$ cat src/rtl/bit_serial_adder.sv
// Bit-serial adder: one full-adder cell evaluated per clock, LSB first, with a carry flop
// between bits. A start/done handshake frames each addition; sum/c_out hold the last result.
module bit_serial_adder #(
    parameter int WIDTH = 8
) (
    input  logic             clk,
    input  logic             rst_n,
    input  logic             start,
    input  logic [WIDTH-1:0] a,
    input  logic [WIDTH-1:0] b,
    input  logic             c_in,
    output logic             busy,
    output logic             done,
    output logic [WIDTH-1:0] sum,
    output logic             c_out
);

    // state | meaning
    // IDLE  | waiting for start; operands captured on the accepting edge
    // SHIFT | one bit per clock through the full-adder cell
    // DONE  | one-cycle done pulse; sum/c_out just updated
    localparam int CW = (WIDTH > 1) ? $clog2(WIDTH) : 1;

    typedef enum logic [1:0] {
        IDLE  = 2'd0,
        SHIFT = 2'd1,
        DONE  = 2'd2
    } state_t;

    state_t           state;
    state_t           state_nxt;
    logic [WIDTH-1:0] a_sr;
    logic [WIDTH-1:0] b_sr;
    logic [WIDTH-1:0] psum;
    logic [WIDTH-1:0] psum_nxt;
    logic             carry;
    logic             carry_nxt;
    logic             s_bit;
    logic [CW-1:0]    cnt;
    logic             last;

    always_comb begin
        s_bit     = a_sr[0] ^ b_sr[0] ^ carry;
        carry_nxt = (a_sr[0] & b_sr[0]) | (carry & (a_sr[0] ^ b_sr[0]));
        // shift form keeps WIDTH=1 legal (no zero-width slices)
        psum_nxt  = (psum >> 1) | (WIDTH'(s_bit) << (WIDTH - 1));
        last      = (cnt == CW'(WIDTH - 1));
    end

    always_comb begin
        state_nxt = state;
        case (state)
            IDLE:    if (start) state_nxt = SHIFT;
            SHIFT:   if (last)  state_nxt = DONE;
            DONE:    state_nxt = IDLE;
            default: state_nxt = IDLE;
        endcase
    end

    always_ff @(posedge clk) begin
        if (!rst_n) state <= IDLE;
        else        state <= state_nxt;
    end

    always_ff @(posedge clk) begin
        if (!rst_n) begin
            a_sr  <= '0;
            b_sr  <= '0;
            psum  <= '0;
            carry <= 1'b0;
            cnt   <= '0;
            sum   <= '0;
            c_out <= 1'b0;
        end else begin
            case (state)
                IDLE: begin
                    if (start) begin
                        a_sr  <= a;
                        b_sr  <= b;
                        carry <= c_in;
                        psum  <= '0;
                        cnt   <= '0;
                    end
                end
                SHIFT: begin
                    a_sr  <= a_sr >> 1;
                    b_sr  <= b_sr >> 1;
                    psum  <= psum_nxt;
                    carry <= carry_nxt;
                    cnt   <= cnt + 1'b1;
                    if (last) begin
                        sum   <= psum_nxt;
                        c_out <= carry_nxt;
                    end
                end
                default: ;
            endcase
        end
    end

    assign busy = (state == SHIFT);
    assign done = (state == DONE);

endmodule

$ cat config.mk
export PLATFORM = sky130hd
export DESIGN_NAME = bit_serial_adder
export DESIGN_NICKNAME = d
export VERILOG_FILES = /design/src/rtl/bit_serial_adder.sv
export SDC_FILE = /design/constraint.sdc
export NUM_CORES = 1
export LEC_CHECK = 0
export BUFFER_PORTS_ARGS = -buffer_cell sky130_fd_sc_hd__buf_2
export CORE_ASPECT_RATIO = 1.4
export CORE_MARGIN = 1
export CORE_UTILIZATION = 54
export DETAILED_ROUTE_END_ITERATION = 8
export HOLD_SLACK_MARGIN = 0.05
export MAX_ROUTING_LAYER = met4
export PLACE_DENSITY = 0.78
export SYNTH_ARGS = -nofsm -noshare
export SYNTH_HDL_FRONTEND = slang
export SYNTH_SLANG_ARGS = --single-unit
$ cat constraint.sdc
create_clock -name clk -period 1.9 [get_ports clk]
set_clock_uncertainty 0.15 [all_clocks]
set_input_delay 0.095 -clock clk [delete_from_list [all_inputs] [get_ports clk]]
set_output_delay 0.095 -clock clk [all_outputs]
set_load 0.01 [all_outputs]
## Yosys cells after proc, flatten, opt, wreduce, memory -nomap -nowiden

Cells that the tools add are included.

- $add $sub $neg: 1
- Equality and inequality tests: 5
- Muxes and demuxes: 13
- Bitwise operators: 6
- Reduce and logical (&&, ||, !) cells: 5

Operator list:

| cell | count |
|---|---|
| 8-bit case mux with 2 select lines | 3 |
| 8-bit two-way mux | 3 |
| 7-bit by 8-bit bitwise OR with 8-bit output | 1 |
| 3-bit case mux with 2 select lines | 1 |
| 2-bit AND reduction | 3 |
| 2-bit two-way mux | 2 |
| 2-bit case mux with 2 select lines | 1 |
| 3-bit by 1-bit adder with 3-bit output (second input constant) | 1 |
| 3-bit equality test (second input constant) | 1 |
| 3-bit two-way mux | 1 |
| 1-bit bitwise AND | 2 |
| 2-bit by 1-bit equality test with 1-bit output (second input constant) | 1 |
| 2-bit equality test (second input constant) | 1 |
| 2-bit logical NOT | 1 |
| 2-bit by 1-bit inequality test with 1-bit output (second input constant) | 1 |
| 2-bit inequality test (second input constant) | 1 |
| 1-bit case mux with 2 select lines | 1 |
| 2-bit nonzero test | 1 |
| 1-bit XOR | 2 |
| 1-bit two-way mux | 1 |
| 1-bit bitwise OR | 1 |

- Register bits: 39
- Input bits: 20

## Logic depth before layout (Yosys ltp)

Gate-level depths: netlist (run 1).

- Depth in word-level cells: 4
- Gate-level depth with buffers: 6

## Worst setup path before layout (run 1)

OpenSTA, ideal clock, no wires.

- Kind: flip-flop to flip-flop
- Start: register state[0]
- End: register b_sr[0]
- Arrival: 1.082 ns
- Required time: 1.634 ns
- Slack: 0.552 ns
- Stages on the path, launching flop included: 6
- Buffers on the path: 3
- Path through: dfxtp_1 -> buf_6 -> o21ba_1 -> buf_6 -> buf_6 -> o211a_1

- Longest elaborated chain between the ends: 3

Ends and longest elaborated chain:

| item | line | text |
|---|---|---|
| from (decl) | 30 | `state_t state;` |
| from (signal assigned) | 62 | `else state <= state_nxt;` |
| 2-bit by 1-bit equality test with 1-bit output or 2-bit logical NOT (tied branches) | 75 | `case (state)` |
| 2-bit nonzero test (no source line) or 2-bit inequality test (tied branches) | n/a |  |
| 2-bit AND reduction (no source line) | n/a |  |
| to (signal assigned) | 87 | `b_sr <= b_sr >> 1;` |
| to (decl) | 33 | `logic [WIDTH-1:0] b_sr;` |

Parallel ways exist; a longest one is shown, timed or not.
A chain may end at the register's enable or synchronous reset.

## Worst setup path in the final report (run 1)

- Start: register state[1]
- End: output port busy

- Longest elaborated chain between the ends: 1

Ends and longest elaborated chain:

| item | line | text |
|---|---|---|
| 2-bit by 1-bit equality test with 1-bit output | 101 | `assign busy = (state == SHIFT);` |
| to (decl) | 12 | `output logic busy,` |

Every way passes these cells.

==> results.txt, run 1 <==
Critical Path Sink = busy
R2R Path Start = state[1]
Reg2reg setup slack = 290 ps
Mapped Cells = 168
Nets = 234
Avg Cell Area, Syn = 9.898 sq um
Post-DP HPWL = 2.215 mm
TritonCTS buffer count = 5
Synth Flop Type = dfxtp_1
Element type at the critical path start = flip-flop
CP Cell Sequence = nand2b_4 > inv_1 > buf_2
YS warnings = 0
# IOs = 31
Fill count = 235
R2R depth = 4
Mapped Nets = 191
Post-synth cell types = 27
Total GRT Usage = 23.79%
Share of layout cells above drive strength 1 = 20.95%
Power, Total = 0.001615 W
Setup crit end kind = primary output
Setup CP Type = flip-flop to primary output
Iteration count of the initial detailed-routing pass = 4
Final std cells w/o fill = 247
# placed instances = 226
#FFs+latches synth = 38
Synthesized area = 1663 sq um
Clk sink count = 38
Tcrit/Tclk final = 94.39%
Worst-Skew Late Latency = 280 ps
Area added between synthesis and finish = 22.42%
H-tree levels = 2
Initial antenna violation count = 0
Initial DRC count = 18
Top cell type's share of synthesized area = 45.75%
Clock transition at path regs = 70 ps
Pin count of the biggest net entering global routing = 39
Post-DRT Antenna Nets = 0
Actual slew at the worst max-slew pin = 562.7 ps
Power Dens Cells = 793.2 nW/um^2
CTS tree = done
Worst setup margin = 106.5 ps
Core Util, Final = 70.04%
Hold Vio Cnt, Final = 0
Initial Utilization = 57.21%
Chip height = 67.66 um
Final Critical Period = 1793 ps
Async SR Flop Fraction = 0%
Unrepaired setup endpoints after global routing = false
Setup TNS Final = 0 ps
CP Max Fanout = 21
F_max = 557.6 MHz
Vias = 1370
CTS max path bufs = 2
WL per Instance = 13.82 um
Data required time of the critical path = 1650 ps
Vias/cell = 5.547
Row cnt = 23
Vias in the first global route = 1338
First-pass GRT wire length = 5.671 mm
GR Overflow Total = 0
Full die area = 3309 sq um
Worst setup path startpoint = state[1]
R2r endpoint = sum[1]
Slew HR = 62.45%
Max incr delay on CP = 430 ps
Final WL = 3.414 mm
Highest-count cells in the layout ignoring fill and taps = dfxtp_1, buf_2, nand2_1
Most common cell after layout, fill and taps aside = dfxtp_1
Root Buffer = clkbuf_8
Cell accounting for the most synthesized area = dfxtp_1
Lkg Pwr = 0.9481 nW
Dpl ws = 330.9 ps
Post-CTS Resized = 0
Status = finished, final reports clean
Die width = 48.90 um
CP max stage cell = inv_1
Area contributors post-synth = dfxtp_1, mux2i_1, o211a_1
Hold WC Path Type = input port to flip-flop
Critical Path AT = 1550 ps
Number of flops mapped to enable cells by yosys = 0
GP Congestion = 0.7395
IO buf count = 30
Slew Limit Fails = 0
Post-route DRC = 0
Max Cap Viol = 0
Endpoints failing setup = 0
Antenna Cells = 0
Peak VDD IR = 774.1 uV
Area of the core = 2907 sq um
Sequential area share after synthesis = 45.75%
[Yosys cell counts (2+ instances only)]
cell / n
or3b_2: 2
dfxtp_1: 38
buf_6: 4
nand2_1: 22
inv_1: 3
a22oi_1: 9
clkbuf_1: 4
o211a_1: 13
a21boi_0: 11
mux2i_1: 13
o21ai_0: 6
buf_2: 3
o221ai_1: 2
and3_1: 2
ha_1: 2
a21oi_1: 3
nand3_1: 11
nor2b_1: 10
nor2_1: 2
[stage by stage]
stage	instance area (sq um)	hold slack, ps
after global placement	1803	230.9
after detailed placement	1803	238.2
after global routing	2036	95.77
final	2036	84.16
after floorplan	1663	113.9
after CTS	2036	51.58
[cells by family (layout without fill, tap and decap cells)]
family | Yosys count | in the layout | share of synthesized area, %
buffers and inverters | 16 | 58 | 5.868
flip-flops | 38 | 38 | 45.75
AND/OR/NAND/NOR | 52 | 52 | 15.95
AO/OA/AOI/OAI | 46 | 46 | 21.90
multiplexers | 13 | 13 | 7.825
adder cells (fa/ha/maj) | 3 | 3 | 2.709
[worst min-delay path by stage]
stage / startpoint / to / slack (ps) / cells past startpoint
after detailed placement: a[7] / a_sr[7] / 240 / 3
after global routing: a[6] / a_sr[6] / 100 / 4
after CTS: a[6] / a_sr[6] / 50 / 4
after floorplan: a[7] / a_sr[7] / 110 / 2
final: start / a_sr[5] / 80 / 3
after global placement: a[7] / a_sr[7] / 230 / 3
[registers in the layout (all words and copies together) (netlist names)]
register and cells:
cnt 3, sum 8, state 2, b_sr 8, c_out 1, psum 7, a_sr 8, carry 1
[repair_timing]
item / 4_1_cts / 5_1_grt
hold buffers: 15 / 0
endpoints found under the hold margin: 15 / 0
buffers inserted: 0 / 0
[report_power, final]
group          total [W]  internal, W  switching, W
clock           0.000536     0.000280      0.000257
sequential      0.000865     0.000837     0.0000286
combinational   0.000213     0.000111      0.000102
total            0.00161      0.00123      0.000387
[cell type report]
| type | count | area, sq um | area share [%] |
|---|---|---|---|
| multi-input cells | 114 | 804.5 | 39.52 |
| flip-flops and latches | 38 | 760.7 | 37.37 |
| repair buffers | 49 | 330.3 | 16.23 |
| clock buffers | 6 | 82.58 | 4.057 |
| well taps | 37 | 46.29 | 2.274 |
| inverters | 3 | 11.26 | 0.5532 |
[metal layers]
| layer | vias to the layer above | share of wire (%) | GRT usage (%) |
|---|---|---|---|
| li1 | 678 | - | - |
| met4 | 0 | 1.3 | 9.926 |
| met5 | - | 0 | - |
| met2 | 36 | 54 | 46.18 |
| met3 | 6 | 3.8 | 6.306 |
| met1 | 650 | 41 | 21.90 |
[worst max-delay path: cells and delay by family (launching register included)]
| kind | cells | cell delay (ps) |
|---|---|---|
| buffers and inverters | 2 | 660 |
| flip-flops | 1 | 400 |
| AND/OR/NAND/NOR | 1 | 200 |
No activity file was read; power rests on OpenSTA's default activity.
==> run 2: changes to the inputs <==
==> constraint.sdc (replaced) <==
create_clock -name clk -period 1.9 [get_ports clk]
set_clock_uncertainty 0.15 [all_clocks]
set_input_delay 0.285 -clock clk [delete_from_list [all_inputs] [get_ports clk]]
set_output_delay 0.285 -clock clk [all_outputs]
set_load 0.01 [all_outputs]
==> results.txt, run 2 (same netlist as run 1, synthesis figures left out) <==
CTS tree = done (unchanged)
Total GRT Usage = 22.26% (was 23.79%)
Area added between synthesis and finish = 15.43% (was 22.42%)
CTS max path bufs = 2 (unchanged)
Clk pwr share = 39.7% (was 33.2%)
Root Buffer = clkbuf_8 (unchanged)
Hold depth = 3 (unchanged)
Initial Utilization = 57.21% (unchanged)
Most common cell after layout, fill and taps aside = dfxtp_1 (unchanged)
Internal power = 0.001346 W (was 0.001228 W)
R2R Path Start = state[0] (was state[1])
Post-DP HPWL = 2.213 mm (was 2.215 mm)
Tcrit/Tclk final = 94.01% (was 94.39%)
Power, Total = 0.001743 W (was 0.001615 W)
IO buf count = 30 (unchanged)
Slew HR = 62.97% (was 62.45%)
Actual slew at the worst max-slew pin = 555.5 ps (was 562.7 ps)
Element type at the critical path start = flip-flop (unchanged)
Vias = 1294 (was 1370)
Initial antenna violation count = 0 (unchanged)
Chip height = 67.66 um (unchanged)
Sw Share = 22.76% (was 23.98%)
F_max = 559.8 MHz (was 557.6 MHz)
Post-CTS setup repair buffer count = 0 (unchanged)
First-pass GRT wire length = 5.361 mm (was 5.671 mm)
Slew Limit Fails = 0 (unchanged)
Status = finished, final reports clean (unchanged)
Full die area = 3309 sq um (unchanged)
Final Critical Period = 1786 ps (was 1793 ps)
Fill count = 243 (was 235)
R2R depth = 5 (was 4)
Clock transition at path regs = 70 ps (about the same)
Max incr delay on CP = 350 ps (was 430 ps)
Iteration count of the initial detailed-routing pass = 4 (unchanged)
Hold Vio Cnt, Final = 0 (unchanged)
Critical Path AT = 1350 ps (was 1550 ps)
Met1 Use GR = 21.08% (was 21.90%)
NetSw = 0.0003966 W (was 0.0003871 W)
Nets = 219 (was 234)
Vias/cell = 5.554 (was 5.547)
Worst-Skew Late Latency = 290 ps (was 280 ps)
Lkg Pwr = 0.8924 nW (was 0.9481 nW)
Antenna Cells = 0 (unchanged)
Peak VDD IR = 862.6 uV (was 774.1 uV)
Pin count of the biggest net entering global routing = 39 (unchanged)
Setup crit end kind = primary output (unchanged)
Setup CP Type = flip-flop to primary output (unchanged)
Data required time of the critical path = 1460 ps (was 1650 ps)
Vias in the first global route = 1247 (was 1338)
Worst setup margin = 113.7 ps (was 106.5 ps)
Power Dens Cells = 907.9 nW/um^2 (was 793.2 nW/um^2)
WL per Instance = 13.56 um (was 13.82 um)
H-tree levels = 2 (unchanged)
GR Overflow Total = 0 (unchanged)
TritonCTS buffer count = 5 (unchanged)
Top Registers = a_sr: 8 flops, b_sr: 8 flops, sum: 8 flops (unchanged)
Clk sink count = 38 (unchanged)
Final WL = 3.160 mm (was 3.414 mm)
Share of layout cells above drive strength 1 = 23.47% (was 20.95%)
Endpoints failing setup = 0 (unchanged)
GP Congestion = 0.7529 (was 0.7395)
Max Cap Viol = 0 (unchanged)
Hold path startpoint = a[7] (was start)
Highest-count cells in the layout ignoring fill and taps = dfxtp_1, buf_2, nand2_1 (unchanged)
CP Max Fanout = 21 (unchanged)
Setup TNS Final = 0 ps (unchanged)
Hold WC Path Type = input port to flip-flop (unchanged)
Post-DRT Antenna Nets = 0 (unchanged)
Post-route DRC = 0 (unchanged)
Combinational power share = 10.9% (was 13.2%)
Met2 usage = 42.01% (was 46.18%)
Hold buffer count at CTS = 0 (was 15)
Hold Crit Endpoint = a_sr[7] (was a_sr[5])
Row cnt = 23 (unchanged)
CP Cell Sequence = nand2b_4 > clkinvlp_4 > buf_2 (was nand2b_4 > inv_1 > buf_2)
Flop pwr share = 49.5% (was 53.6%)
# IOs = 31 (unchanged)
Initial DRC count = 35 (was 18)
R2r endpoint = a_sr[1] (was sum[1])
CP max stage cell = dfxtp_1 (was inv_1)
Area of the core = 2907 sq um (unchanged)
Dpl ws = 300.2 ps (was 330.9 ps)
Die width = 48.90 um (unchanged)
Reg2reg setup slack = 290 ps (about the same)
Post-CTS Resized = 0 (unchanged)
Met3 usage = 5.631% (was 6.306%)
Unrepaired setup endpoints after global routing = false (unchanged)
Most used routing layer = met2 (unchanged)
run 2: cell types whose count changed in the layout (fill, tap and decap cells not counted), sizes merged:
cell,change
clkinvlp,+1
bufinv,+1
dlygate4sd3,-15
inv,-1
run 2: cell type report:
class                      count  area (sq um)  area share [%]
timing repair buffer          34         180.2           9.387
clock buffer                   6         82.58           4.302
multi-input combinational    114         804.5           41.92
tap                           37         46.29           2.412
clock inverter                 1         30.03           1.565
inverter                       3         15.01          0.7823
sequential                    38         760.7           39.63
run 2: routing by layer:
layer | vias up | part of all wire, % | wire length [um]
li1 | 653 | - | -
met1 | 606 | 42 | 1322
met2 | 29 | 53 | 1667
met3 | 6 | 3.4 | 107
met4 | 0 | 2.0 | 63
met5 | - | 0 | 0
run 2: power by group through the flow:
stage	clock (W)	combinational (W)	sequential [W]
3_5_place_dp	0	0.000188	0.000880
5_1_grt	0.000731	0.000209	0.000867
4_1_cts	0.000706	0.000189	0.000862
2_1_floorplan	0	0.000156	0.000873
3_3_place_gp	0	0.000179	0.000878
6_report	0.000691	0.000189	0.000862
run 2: worst max-delay path by stage:
stage                         from       to  slack [ps]  depth (start not counted)
after detailed placement  state[0]  a_sr[1]         300                          5
after global routing      state[1]     busy          20                          3
after global placement    state[0]  b_sr[6]         370                          5
after floorplan           state[0]  b_sr[0]         550                          5
after CTS                 state[1]     busy          10                          3
final                     state[1]     busy         110                          3
run 2: per-stage QoR:
stage	utilization (%)	hold slack [ps]	instance area, sq um	cells
floorplan	-	301.9	1663	168
global placement	62.03	298.8	1803	226
detailed placement	62.03	307.1	1803	226
CTS	65.91	136.8	1916	233
global route	66.04	144.9	1919	233
finish	66.04	149.0	1919	233
run 2: worst max-delay path, delay by kind of cell, from the launching register on:
kind,cells,cell delay (ps)
flip-flops,1,350
buffers and inverters,2,540
AND/OR/NAND/NOR,1,170
==> run 3: changes to the inputs <==
- clock period: 1.9 -> 1.75 ns (I/O delays scaled with it)
==> results.txt, run 3 (same netlist as run 1, synthesis figures left out) <==
Nets = 221 (was 219)
Chip height = 67.66 um (unchanged)
Reg2reg setup slack = 170 ps (was 290 ps)
F_max = 607.6 MHz
Initial antenna violation count = 0 (unchanged)
Sw Share = 24.85% (was 22.76%)
# IOs = 31 (unchanged)
TritonCTS buffer count = 5 (unchanged)
Combinational power share = 11.9% (was 10.9%)
CP Max Fanout = 11 (was 21)
Initial Utilization = 57.21% (unchanged)
Met3 usage = 6.081% (was 5.631%)
R2r endpoint = c_out (was a_sr[1])
Iteration count of the initial detailed-routing pass = 4 (unchanged)
Unrepaired setup endpoints after global routing = false (unchanged)
Data required time of the critical path = 1340 ps (was 1460 ps)
R2R Path Start = cnt[0] (was state[0])
Share of layout cells above drive strength 1 = 24.12% (was 23.47%)
CTS tree = done (unchanged)
H-tree levels = 2 (unchanged)
Met2 usage = 45.31% (was 42.01%)
Most used routing layer = met2 (unchanged)
Met1 Use GR = 21.53% (was 21.08%)
Max Cap Viol = 0 (unchanged)
Setup TNS Final = 0 ps (unchanged)
NetSw = 0.0004380 W (was 0.0003966 W)
Worst setup margin = 104.2 ps (was 113.7 ps)
Vias/cell = 5.644 (was 5.554)
Final WL = 3.336 mm (was 3.160 mm)
Setup crit end kind = primary output (unchanged)
Hold depth = 3 (unchanged)
First-pass GRT wire length = 5.699 mm (was 5.361 mm)
Final Critical Period = 1646 ps
Area of the core = 2907 sq um (unchanged)
Vias = 1332 (was 1294)
Total GRT Usage = 23.91% (was 22.26%)
Post-CTS setup repair buffer count = 0 (unchanged)
Endpoints failing setup = 0 (unchanged)
Storage cell area = 760.7 sq um (unchanged)
Post-route DRC = 0 (unchanged)
Hold Crit Endpoint = a_sr[7] (unchanged)
Top Registers = a_sr: 8 flops, b_sr: 8 flops, sum: 8 flops (unchanged)
Worst-Skew Late Latency = 290 ps (about the same)
Post-DRT Antenna Nets = 0 (unchanged)
Multi-input logic area = 804.5 sq um (unchanged)
Die width = 48.90 um (unchanged)
Clk pwr share = 35.0% (was 39.7%)
Highest-count cells in the layout ignoring fill and taps = dfxtp_1, buf_2, nand2_1 (unchanged)
Clk sink count = 38 (unchanged)
Lkg Pwr = 0.8882 nW (was 0.8924 nW)
Post-DP HPWL = 2.261 mm (was 2.213 mm)
Dpl ws = 167.9 ps (was 300.2 ps)
Most common cell after layout, fill and taps aside = dfxtp_1 (unchanged)
CTS max path bufs = 2 (unchanged)
Flop pwr share = 53.1% (was 49.5%)
Slew Limit Fails = 0 (unchanged)
Fill count = 238 (was 243)
Area added between synthesis and finish = 14.90% (was 15.43%)
GR Overflow Total = 0 (unchanged)
Hold Vio Cnt, Final = 0 (unchanged)
Power Dens Cells = 922.6 nW/um^2 (was 907.9 nW/um^2)
Tcrit/Tclk final = 94.05%
Row cnt = 23 (unchanged)
Full die area = 3309 sq um (unchanged)
Actual slew at the worst max-slew pin = 482.5 ps (was 555.5 ps)
WHS = 95.46 ps (was 149.0 ps)
Slew HR = 67.83% (was 62.97%)
R2R depth = 5 (unchanged)
Clock transition at path regs = 70 ps (about the same)
Root Buffer = clkbuf_8 (unchanged)
WL per Instance = 14.14 um (was 13.56 um)
GP Congestion = 0.7306 (was 0.7529)
Critical Path AT = 1230 ps (was 1350 ps)
Pin count of the biggest net entering global routing = 35 (was 39)
Initial DRC count = 33 (was 35)
Setup CP Type = flip-flop to primary output (unchanged)
IO buf count = 30 (unchanged)
Peak VDD IR = 614.1 uV (was 862.6 uV)
Hold path startpoint = a[7] (unchanged)
Internal power = 0.001325 W (was 0.001346 W)
Hold WC Path Type = input port to flip-flop (unchanged)
Element type at the critical path start = flip-flop (unchanged)
Antenna Cells = 0 (unchanged)
Status = finished, final reports clean (unchanged)
Vias in the first global route = 1350 (was 1247)
[run 3: final cells by class]
class                   count  share of cell area [%]
inverters                   3                  0.7859
flip-flops and latches     38                   39.82
repair buffers             35                   9.823
clock inverters             1                  0.2620
well taps                  37                   2.423
clock buffers               7                   4.519
repair inverters            1                  0.2620
multi-input cells         114                   42.11
[run 3: repair_timing]
item | 4_1_cts | 5_1_grt
resized for setup | 1 | 0
hold buffers | 0 | 0
endpoints found under the setup margin | 1 | 0
[run 3: how the worst max path moves through the flow]
stage | from | end | slack, ps | depth (start not counted)
after global placement | state[1] | busy | 220 | 3
final | state[1] | busy | 100 | 3
after detailed placement | state[0] | c_out | 170 | 4
after global routing | cnt[0] | c_out | 30 | 5
after CTS | state[1] | busy | 90 | 3
after floorplan | state[0] | b_sr[0] | 400 | 5
[run 3: worst max-delay path: stages, from the launching register on]
cell and delay (ps):
dfxtp_1 340, nand2b_4 180, clkinvlp_4 220, buf_2 200
[run 3: per-stage QoR]
| stage | utilization, % | cells | total power [W] | cell area, sq um |
|---|---|---|---|---|
| final | 65.73 | 236 | 0.001763 | 1911 |
| after global routing | 65.73 | 236 | 0.001832 | 1911 |
| after CTS | 65.73 | 236 | 0.001781 | 1911 |
| after detailed placement | 62.29 | 227 | 0.001161 | 1810 |
| after global placement | 62.29 | 227 | 0.001149 | 1810 |
| after floorplan | - | 168 | 0.001118 | 1663 |
[run 3: per-layer routing]
metal	part of all wire (%)	vias up
li1	-	654
met1	42	637
met2	52	36
met3	3.1	5
met4	2.3	0
met5	0	-
[run 3: power groups by stage]
stage          Clock (W)  Sequential (W)  Combinational [W]
6_report        0.000617        0.000937           0.000209
3_3_place_gp           0        0.000954           0.000195
2_1_floorplan          0        0.000948           0.000170
4_1_cts         0.000633        0.000937           0.000211
5_1_grt         0.000655        0.000941           0.000235
3_5_place_dp           0        0.000956           0.000205
